[config.mk]
export PLATFORM = sky130hd
export DESIGN_NAME = dsm_bitstream_decimator
export DESIGN_NICKNAME = d
export VERILOG_FILES = /design/src/rtl/dsm_bitstream_decimator.sv
export SDC_FILE = /design/constraint.sdc
export NUM_CORES = 1
export LEC_CHECK = 0
export CORE_UTILIZATION = 54
export DETAILED_ROUTE_END_ITERATION = 6
export PLACE_DENSITY_LB_ADDON = 0.3
export SLEW_MARGIN = 20
export SYNTH_ARGS = -nofsm -noshare
export SYNTH_HDL_FRONTEND = slang
export SYNTH_SLANG_ARGS = --single-unit
[constraint.sdc]
create_clock -name i_clk -period 4.48 [get_ports i_clk]
set_input_delay 1.12 -clock i_clk [delete_from_list [all_inputs] [get_ports i_clk]]
set_output_delay 1.12 -clock i_clk [all_outputs]
set_load 0.01 [all_outputs]
[src/rtl/dsm_bitstream_decimator.sv]
// ---------------------------------------------------------------------------
// dsm_bitstream_decimator
//
// Recovers multibit samples from a 1-bit delta-sigma bitstream using a
// second-order CIC (sinc^2) decimator with ratio DECIMATION_RATIO (R).
// One DATA_WIDTH-bit unsigned sample is produced per R accepted input bits,
// accompanied by a one-cycle o_valid strobe.
//
// Parameters:
//   DATA_WIDTH        output sample width
//   DECIMATION_RATIO  input bits per output sample; power of 2, >= 2,
//                     2*log2(R) >= DATA_WIDTH
//   ACC_WIDTH         integrator/comb width, derived from R (leave default)
//
// Ports:
//   i_clk        system clock, rising edge
//   i_rst_n      asynchronous active-low reset
//   i_bit        bitstream sample (1 = +full scale, 0 = zero)
//   i_bit_valid  qualifies i_bit; consumed on a rising edge where high
//   o_data       decimated sample, unsigned
//   o_valid      one-cycle pulse, o_data updated in the same cycle
//
// Build option:
//   DSM_DECIMATOR_SETTLE_EN  when defined, the first decimation event after
//                            reset only primes the comb state; its (half-
//                            weight transient) sample is not emitted.
// ---------------------------------------------------------------------------
module dsm_bitstream_decimator #(
    parameter int DATA_WIDTH       = 4,
    parameter int DECIMATION_RATIO = 16,
    parameter int ACC_WIDTH        = 2*$clog2(DECIMATION_RATIO)+1
) (
    input  logic                  i_clk,
    input  logic                  i_rst_n,
    input  logic                  i_bit,
    input  logic                  i_bit_valid,
    output logic [DATA_WIDTH-1:0] o_data,
    output logic                  o_valid
);
    localparam int CNT_W = $clog2(DECIMATION_RATIO);
    // Shift that maps the full-scale comb output R^2 onto 2^DATA_WIDTH.
    localparam int SHIFT = ACC_WIDTH - 1 - DATA_WIDTH;
    // Scaled value carries one extra bit so that full scale can be detected.
    localparam int SHW   = ACC_WIDTH - SHIFT;

    logic [ACC_WIDTH-1:0]  i1_q, i2_q, d1_q, d2_q;
    logic [ACC_WIDTH-1:0]  i1_d, i2_d, c1, c2;
    logic [CNT_W-1:0]      cnt_q;
    logic [SHW-1:0]        scaled;
    logic [DATA_WIDTH-1:0] sat_data;
    logic [DATA_WIDTH-1:0] data_q;
    logic                  valid_q;
    logic                  dec_evt;
    logic                  emit;

    // Integrators and combs all wrap mod 2^ACC_WIDTH; the comb differences
    // remain exact because the true output never exceeds R^2 < 2^ACC_WIDTH.
    always_comb begin
        i1_d     = i1_q + {{(ACC_WIDTH-1){1'b0}}, i_bit};
        i2_d     = i2_q + i1_d;
        c1       = i2_d - d1_q;
        c2       = c1 - d2_q;
        scaled   = SHW'(c2 >> SHIFT);
        // Only c2 == R^2 sets the top bit; clamp it to all-ones.
        sat_data = scaled[DATA_WIDTH] ? {DATA_WIDTH{1'b1}} : scaled[DATA_WIDTH-1:0];
    end

    assign dec_evt = i_bit_valid && (cnt_q == CNT_W'(DECIMATION_RATIO-1));

`ifdef DSM_DECIMATOR_SETTLE_EN
    logic settled_q;

    always_ff @(posedge i_clk or negedge i_rst_n) begin
        if (!i_rst_n)
            settled_q <= 1'b0;
        else if (dec_evt)
            settled_q <= 1'b1;
    end

    assign emit = dec_evt && settled_q;
`else
    assign emit = dec_evt;
`endif

    always_ff @(posedge i_clk or negedge i_rst_n) begin
        if (!i_rst_n) begin
            i1_q    <= '0;
            i2_q    <= '0;
            d1_q    <= '0;
            d2_q    <= '0;
            cnt_q   <= '0;
            data_q  <= '0;
            valid_q <= 1'b0;
        end else begin
            valid_q <= emit;
            if (i_bit_valid) begin
                i1_q  <= i1_d;
                i2_q  <= i2_d;
                // R is a power of two, so the counter wraps on its own.
                cnt_q <= cnt_q + CNT_W'(1);
            end
            if (dec_evt) begin
                d1_q <= i2_d;
                d2_q <= c1;
            end
            if (emit)
                data_q <= sat_data;
        end
    end

    assign o_data  = data_q;
    assign o_valid = valid_q;

endmodule
# --- Word-level counts from Yosys, hierarchy flattened ---
# Cells that the tools add are included.
word_totals:
  output_inout_bits: 5
  inputBits: 4
  elab_cells: 15
  reg_bits: 45
op_classes:
  reduce_logical: 1
  n_eq_ne: 1
  n_mux: 1
  addsub: 5
op_table:
  columns: ["op", "count"]
  rows:
  - ["$sub 9x9->9", 2]
  - ["$add 9x1->9", 1]
  - ["$add 9x9->9", 1]
  - ["$add 4x1->4 const B", 1]
  - ["$eq 4x4->1 const B", 1]
  - ["$mux 4", 1]
  - ["$logic_and 1x1->1", 1]

# --- Depth between registers and ports, before layout ---
# Gate-level depths: netlist of the first run.
depth:
  word_depth: 5
  ltp_mapped: 20
  depth_no_buf: 20

# --- Worst setup path after synthesis of the first run ---
# No wires, ideal clock.
synth_path:
  path_kind: "input -> register"
  from: "input port i_bit"
  to: "register data_q[2], in the netlist o_data[2]"
  path_stages: 18
  path_buffers: 0
  setup_ns: 0.082
  path_slack_ns: -0.562
  t_required_ns: 4.398
  t_arrival_ns: 4.960
  path_cell_list: "ha_1 > ha_1 > fa_1 > xnor2_1 > inv_1 > ha_1 > nor2b_2 > o31a_2 > o21a_1 > nor2_1 > xnor2_1 > ha_1 > a21oi_1 > nand2_1 > a221oi_1 > xnor2_1 > xnor3_2 > a31oi_1"
synth_between:
  elab_chain_len: 5
synth_lines:
  columns: ["element", "line", "text"]
  rows:
  - ["from (decl)", "35", "input logic i_bit,"]
  - ["$add 9x1->9", "59", "i1_d = i1_q + {{(ACC_WIDTH-1){1'b0}}, i_bit};"]
  - ["via i1_d[1]", "47", "logic [ACC_WIDTH-1:0] i1_d, i2_d, c1, c2;"]
  - ["$add 9x9->9", "60", "i2_d = i2_q + i1_d;"]
  - ["via i2_d[2]", "47", null]
  - ["$sub 9x9->9", "61", "c1 = i2_d - d1_q;"]
  - ["via c1[6]", "47", null]
  - ["$sub 9x9->9", "62", "c2 = c1 - d2_q;"]
  - ["$mux 4", "65", "sat_data = scaled[DATA_WIDTH] ? {DATA_WIDTH{1'b1}} : scaled[DATA_WIDTH-1:0];"]
  - ["to (signal assigned)", "107", "data_q <= sat_data;"]
  - ["to (decl)", "51", "logic [DATA_WIDTH-1:0] data_q;"]
# The timed path passes the listed nets, and every way through them passes these cells.
# A chain may end at the register's enable or synchronous reset.

# --- Worst setup path after layout of the first run ---
layout_path:
  from: "input port i_bit"
  to: "register data_q[0], in the netlist o_data[0]"
# Same word-level chain as after synthesis.

==> results of run 1 <==
## cells in the mapped netlist (all sizes together), types with 3 or more instances
cell,n,area [um^2]
nand2,28,110.1
or3,3,18.77
o21a,4,30.03
mux2,13,146.4
a21oi,8,40.04
nor3,4,31.28
o21ai,21,105.1
nand4,5,31.28
xor2,11,103.9
a21o,3,22.52
nor2,15,56.30
clkbuf,6,22.52
a31oi,6,37.54
inv,21,78.83
xnor2,25,226.5
ha,27,337.8
nand3,4,25.02
dfrtp,45,1126
## kinds of logic (layout without fill, tap and decap cells)
group                    count (synthesis)  in the layout
AO/OA/AOI/OAI                           55             55
XOR/XNOR                                37             37
adder cells (fa/ha/maj)                 29             29
buffers and inverters                   29             74
flip-flops                              45             45
multiplexers                            13             13
AND/OR/NAND/NOR                         68             68
## area by class of cell
class,instances,share of cell area
well taps,67,0.02367
clock inverters,2,0.003887
clock buffers,6,0.02332
flip-flops and latches,45,0.3180
multi-input cells,202,0.5081
repair buffers,45,0.1007
inverters,21,0.02226
## routing by layer
layer,GRT usage,part of all wire,vias to the layer above
met2,0.3475,0.49,23
met3,0.04472,0.023,6
met1,0.3009,0.47,970
met5,0,0,-
li1,-,-,1036
met4,0.06410,0.011,0
## flip-flops by register name, summed over array words and instances, names as in the netlist
register  cells
cnt_q         4
d1_q          9
d2_q          9
i1_q          9
i2_q          9
o_data        4
o_valid       1
## worst max path at each step
stage / slack, ns / to / start
after global placement: -1.00 / o_data[1] / i_bit
after global routing: -0.54 / o_data[2] / i_bit
after floorplan: -0.31 / o_data[1] / i_bit
after detailed placement: -1.06 / o_data[1] / i_bit
final: -0.34 / o_data[0] / i_bit
after CTS: -0.36 / o_data[1] / i_bit
## through the flow
stage | cells | TNS (ns) | setup slack [ns] | cell area, um^2
after floorplan | 276 | -1.140 | -0.3095 | 2888
after detailed placement | 375 | -4.634 | -1.064 | 3248
final | 388 | -1.357 | -0.3428 | 3541
after global routing | 388 | -2.072 | -0.5357 | 3541
after global placement | 375 | -4.319 | -1.001 | 3248
after CTS | 387 | -1.363 | -0.3621 | 3407
## worst max-delay path, delay by kind of cell
family / cells / cell delay (ns)
adders and majority gates: 5 / 1.35
AOI/OAI and AO/OA: 6 / 1.22
xor gates and xnor gates: 4 / 0.73
and+or+nand+nor: 2 / 0.52
buffers and inverters: 1 / 0.09
## timing repair
item / CTS / global route
resized for setup: 11 / 19
setup buffers: 4 / 1
pin swaps: 16 / 24
hold buffers: 0 / 0
setup endpoints to repair: 5 / 4
==> results_dict.tcl, run 1 <==
set metrics [dict create \
    status "finished, violations left" \
    violations "negative setup slack" \
    fin_ws_ns -0.3428 \
    synth-seq-cells 45 \
    cts_root_buf "clkbuf_8" \
    wl_per_cell_um 13.71 \
    die_height_um 74.16 \
    min_path_type "register to register" \
    post-route-period-util 1.077 \
    reg2regPathDepth 17 \
    rsz0062_at_grt "yes" \
    drive_gt1_frac 0.3146 \
    synthArstFlopShare 1.000 \
    synthCells 276 \
    grt_max_degree 46 \
    clock-sinks 45 \
    core.rowCount 25 \
    avgSynthCellArea_um2 10.19 \
    ant_nets 0 \
    overflow 0 \
    n_antenna_cell 0 \
    holdWs_ns 0.4853 \
    synth.cell_area_um2 2811 \
    clkTransAtPathRegs_ns 0.09 \
    nets 353 \
    start_kind "primary input" \
    ff2ff_setup_slack_ns 0.11 \
    die_area_um2 5499 \
    relSlewSlack 0.6097 \
    wirelength_mm 5.318 \
    hold_path_depth 2 \
    cp_cell_sequence "buf_6, ha_4, ha_4, fa_2, a211oi_4, o21bai_1, a21oi_1, xnor2_1, ha_2, or3_4, o21a_1, xor2_1, ha_1, and4_1, a221oi_2, xnor2_1, xnor3_2, a31oi_1" \
    io_pins 9 \
    yosysSeqAreaShare 0.4005 \
    worstSkewPairLatency_ns 0.30 \
    post-dp-hpwl_mm 3.705 \
    routabilityCongestion 0.7936 \
    vias_per_cell 5.245 \
    die_w_um 74.16 \
    skew_ns 0.01390 \
    worstHoldStart "d2_q[0]" \
    slew_viol_final 0 \
    multiInputGateArea_um2 1799 \
    muxShareOfSynthArea 0.05207 \
    grt_pass1_wl_mm 9.011 \
    rr_endpoint "o_data[0]" \
    endpoint_kind "register" \
    n_fill_cell 352 \
    cp.required_ns 4.70 \
    synth_cell_types 47 \
    seqCellArea_um2 1126 \
    drc 0 \
    setup_viol 4 \
    num_vias 2035 \
    cts_tree "done" \
    synth_flop_cell "dfrtp_1" \
    min_period_ns 4.823 \
    slowest_stage "fa_2" \
    synth-compound-area-share 0.1255 \
    syn_nets 309 \
    synth_top_family_by_area "adder cells" \
    layout_commonest_cell "dfrtp_1" \
    path_class "primary input to register" \
    fp.coreArea_um2 4880 \
    drt_first_pass_iters 4 \
    hold_end "d2_q[0]" \
    antenna_found_initial 0 \
    clock.fmax_ghz 0.2073 \
    max_stage_delay_ns 0.42 \
    grt_pass1_vias 2011 \
    clockBufferDepth 2 \
    fin_util 0.7256 \
    worst-path-max-fanout 4 \
    h-tree-depth 2 \
    cp.arrival_ns 5.04 \
    r2r_start "i1_q[0]" \
    synth_fa_ha_area_frac 0.1344 \
    dr.first_iter.drc_count 153 \
    area_growth_pct 25.95 \
    grtUsageTotal 0.2178 \
    synthXorXnorAreaFrac 0.1259 \
    hold_viol 0 \
    synth-simple-area-share 0.1197 \
    initial_core_util 0.5762 \
    ys_warn_count 0 \
    cap_violations 0 \
    synth_edf_count 0 \
    worst_pin_slew_ns 0.5854 \
    cts_made_buffers 5 \
    port_buffers 8 \
    mostFrequentLayoutCells "dfrtp_1, buf_4, nand2_1, inv_1, xnor2_1" \
]
Power of run 1 is left out: the tool's default activity adds up to more than one toggle a clock period on the data nets, which glitch-free logic cannot reach.
==> run 2, diff against run 1 <==
- CORE_ASPECT_RATIO: default -> 1.1
==> run 2 against run 1 <==
The flow still finishes with violations (negative setup slack). Register-to-register slack lost 0.15 ns. Die area hardly changed. Non-clock buffer count up 23. Core utilization is 4.1 points higher. Hold slack better by 0.0064 ns. Via count up 15%. Wire length increased by 37%. Largest cell class unchanged. Clock-buffer cell count unchanged. Final area grew 8.3%.
==> results_dict.tcl, run 2 (synthesized netlist as in run 1, its figures left out) <==
set metrics [dict create \
    grtUsageTotal 0.2556 \
    rsz0062_at_grt "yes" \
    violations "negative setup slack" \
    cp_cell_sequence "buf_6, ha_4, ha_4, and3_4, xor2_4, ha_4, nand2_1, o21ai_2, xor2_2, ha_2, buf_4, o21a_1, nor2_1, xnor2_1, ha_1, a21oi_1, nand2_1, a221oi_2, xnor2_1, xnor3_2, a31oi_1" \
    reg2regPathDepth 20 \
    wirelength_mm 7.274 \
    mostFrequentLayoutCells "buf_4, dfrtp_1, nand2_1, inv_1, xnor2_1" \
    skew_ns 0.01047 \
    worst-path-max-fanout 4 \
    initial_core_util 0.5623 \
    area_growth_pct 36.40 \
    dr.first_iter.drc_count 151 \
    die_w_um 70.80 \
    worstHoldStart "d2_q[0]" \
    setup_viol 4 \
    nets 376 \
    cts_tree "done" \
    rr_endpoint "o_data[2]" \
    num_vias 2335 \
    layout_commonest_cell "buf_4" \
    relSlewSlack 0.6237 \
    place_worst_setup_slack_ns -1.073 \
    path_common_cell "ha_4" \
    multiInputGateArea_um2 1874 \
    h-tree-depth 2 \
    n_antenna_cell 0 \
    worst_pin_slew_ns 0.5645 \
    grt_max_degree 46 \
    hold_end "d2_q[0]" \
    clockBufferDepth 2 \
    r2r_start "i1_q[0]" \
    cts_made_buffers 5 \
    path_class "primary input to register" \
    clock-sinks 45 \
    fin_ws_ns -0.5059 \
    endpoint_kind "register" \
    clkTransAtPathRegs_ns 0.09 \
    io_pins 9 \
    die_height_um 77.68 \
    vias_per_cell 5.808 \
    ff2ff_setup_slack_ns -0.04 \
    cp_num_buf_inv 2 \
    start_kind "primary input" \
    grt_pass1_vias 2333 \
    cts_root_buf "clkbuf_8" \
    cp.arrival_ns 5.22 \
    antenna_found_initial 0 \
    status "finished, violations left" \
    drc 0 \
    slowest_stage "ha_2" \
    worstSkewPairLatency_ns 0.31 \
    grt_pass1_wl_mm 10.76 \
    n_fill_cell 284 \
    hold_path_depth 2 \
    ant_nets 0 \
    clock.fmax_ghz 0.2006 \
    post-dp-hpwl_mm 3.749 \
    wl_per_cell_um 18.09 \
    routabilityCongestion 0.8581 \
    cap_violations 0 \
    drt_first_pass_iters 6 \
    min_period_ns 4.986 \
    min_path_type "register to register" \
    cts_hold_buf 0 \
    fp.coreArea_um2 5000 \
    max_stage_delay_ns 0.33 \
    hold_viol 0 \
    core.rowCount 27 \
    post-route-period-util 1.113 \
    seqCellArea_um2 1126 \
    port_buffers 8 \
    cpLargestDelayFamily "adder cells" \
    slew_viol_final 0 \
    drive_gt1_frac 0.3808 \
    overflow 0 \
    die_area_um2 5499 \
    cp.required_ns 4.71 \
]
## run 2: metrics by stage
stage          TNS (ns)  instances  hold WS (ns)    util  instance area (um^2)
6_report         -1.922        402        0.4917  0.7670                  3835
5_1_grt          -2.557        402        0.5262  0.7670                  3835
4_1_cts          -1.212        399        0.4804  0.7292                  3646
3_5_place_dp     -4.670        366        0.4673  0.6474                  3237
3_3_place_gp     -4.284        366        0.4638  0.6474                  3237
2_1_floorplan    -1.140        276        0.4459       -                  2888
## run 2: layout make-up
| type | instances | area share |
|---|---|---|
| Multi-Input combinational cell | 202 | 0.4887 |
| Sequential cell | 45 | 0.2936 |
| Timing Repair Buffer | 68 | 0.1468 |
| Clock buffer | 6 | 0.02153 |
| Inverter | 21 | 0.02055 |
| Tap cell | 58 | 0.01892 |
| Clock inverter | 2 | 0.009788 |
## run 2: worst reg2reg max path, cell delays in order (launching register included)
cell      delay, ns
dfrtp_1        0.41
ha_4           0.19
ha_4           0.17
and3_4         0.21
xor2_4         0.17
ha_4           0.31
nand2_1        0.06
o21ai_2        0.23
xor2_2         0.23
ha_2           0.33
buf_4          0.14
o21a_1         0.10
nor2_1         0.14
xnor2_1        0.19
ha_1           0.32
a21oi_1        0.15
nand2_1        0.11
a221oi_2       0.31
xnor2_1        0.17
xnor3_2        0.31
a31oi_1        0.18
## run 2: worst max path at each step
| stage | start | to | depth (start not counted) |
|---|---|---|---|
| CTS | i_bit | o_data[1] | 20 |
| floorplan | i_bit | o_data[1] | 20 |
| finish | i_bit | o_data[2] | 21 |
| global route | i_bit | o_data[2] | 21 |
| global placement | i_bit | o_data[1] | 18 |
| detailed placement | i_bit | o_data[1] | 21 |
## run 2: timing repair
action	in CTS	in global routing
pin swaps	30	27
resized for setup	23	27
setup buffers	25	4
setup endpoints to repair	5	6
gates cloned	0	0
## run 2: routing by layer
layer,GRT usage,part of all wire,up-vias
li1,-,-,1084
met1,0.3043,0.40,1157
met2,0.4423,0.52,65
met3,0.04675,0.046,29
met4,0.1240,0.038,0
met5,0,0,-
Power of run 2 is left out for the same reason.
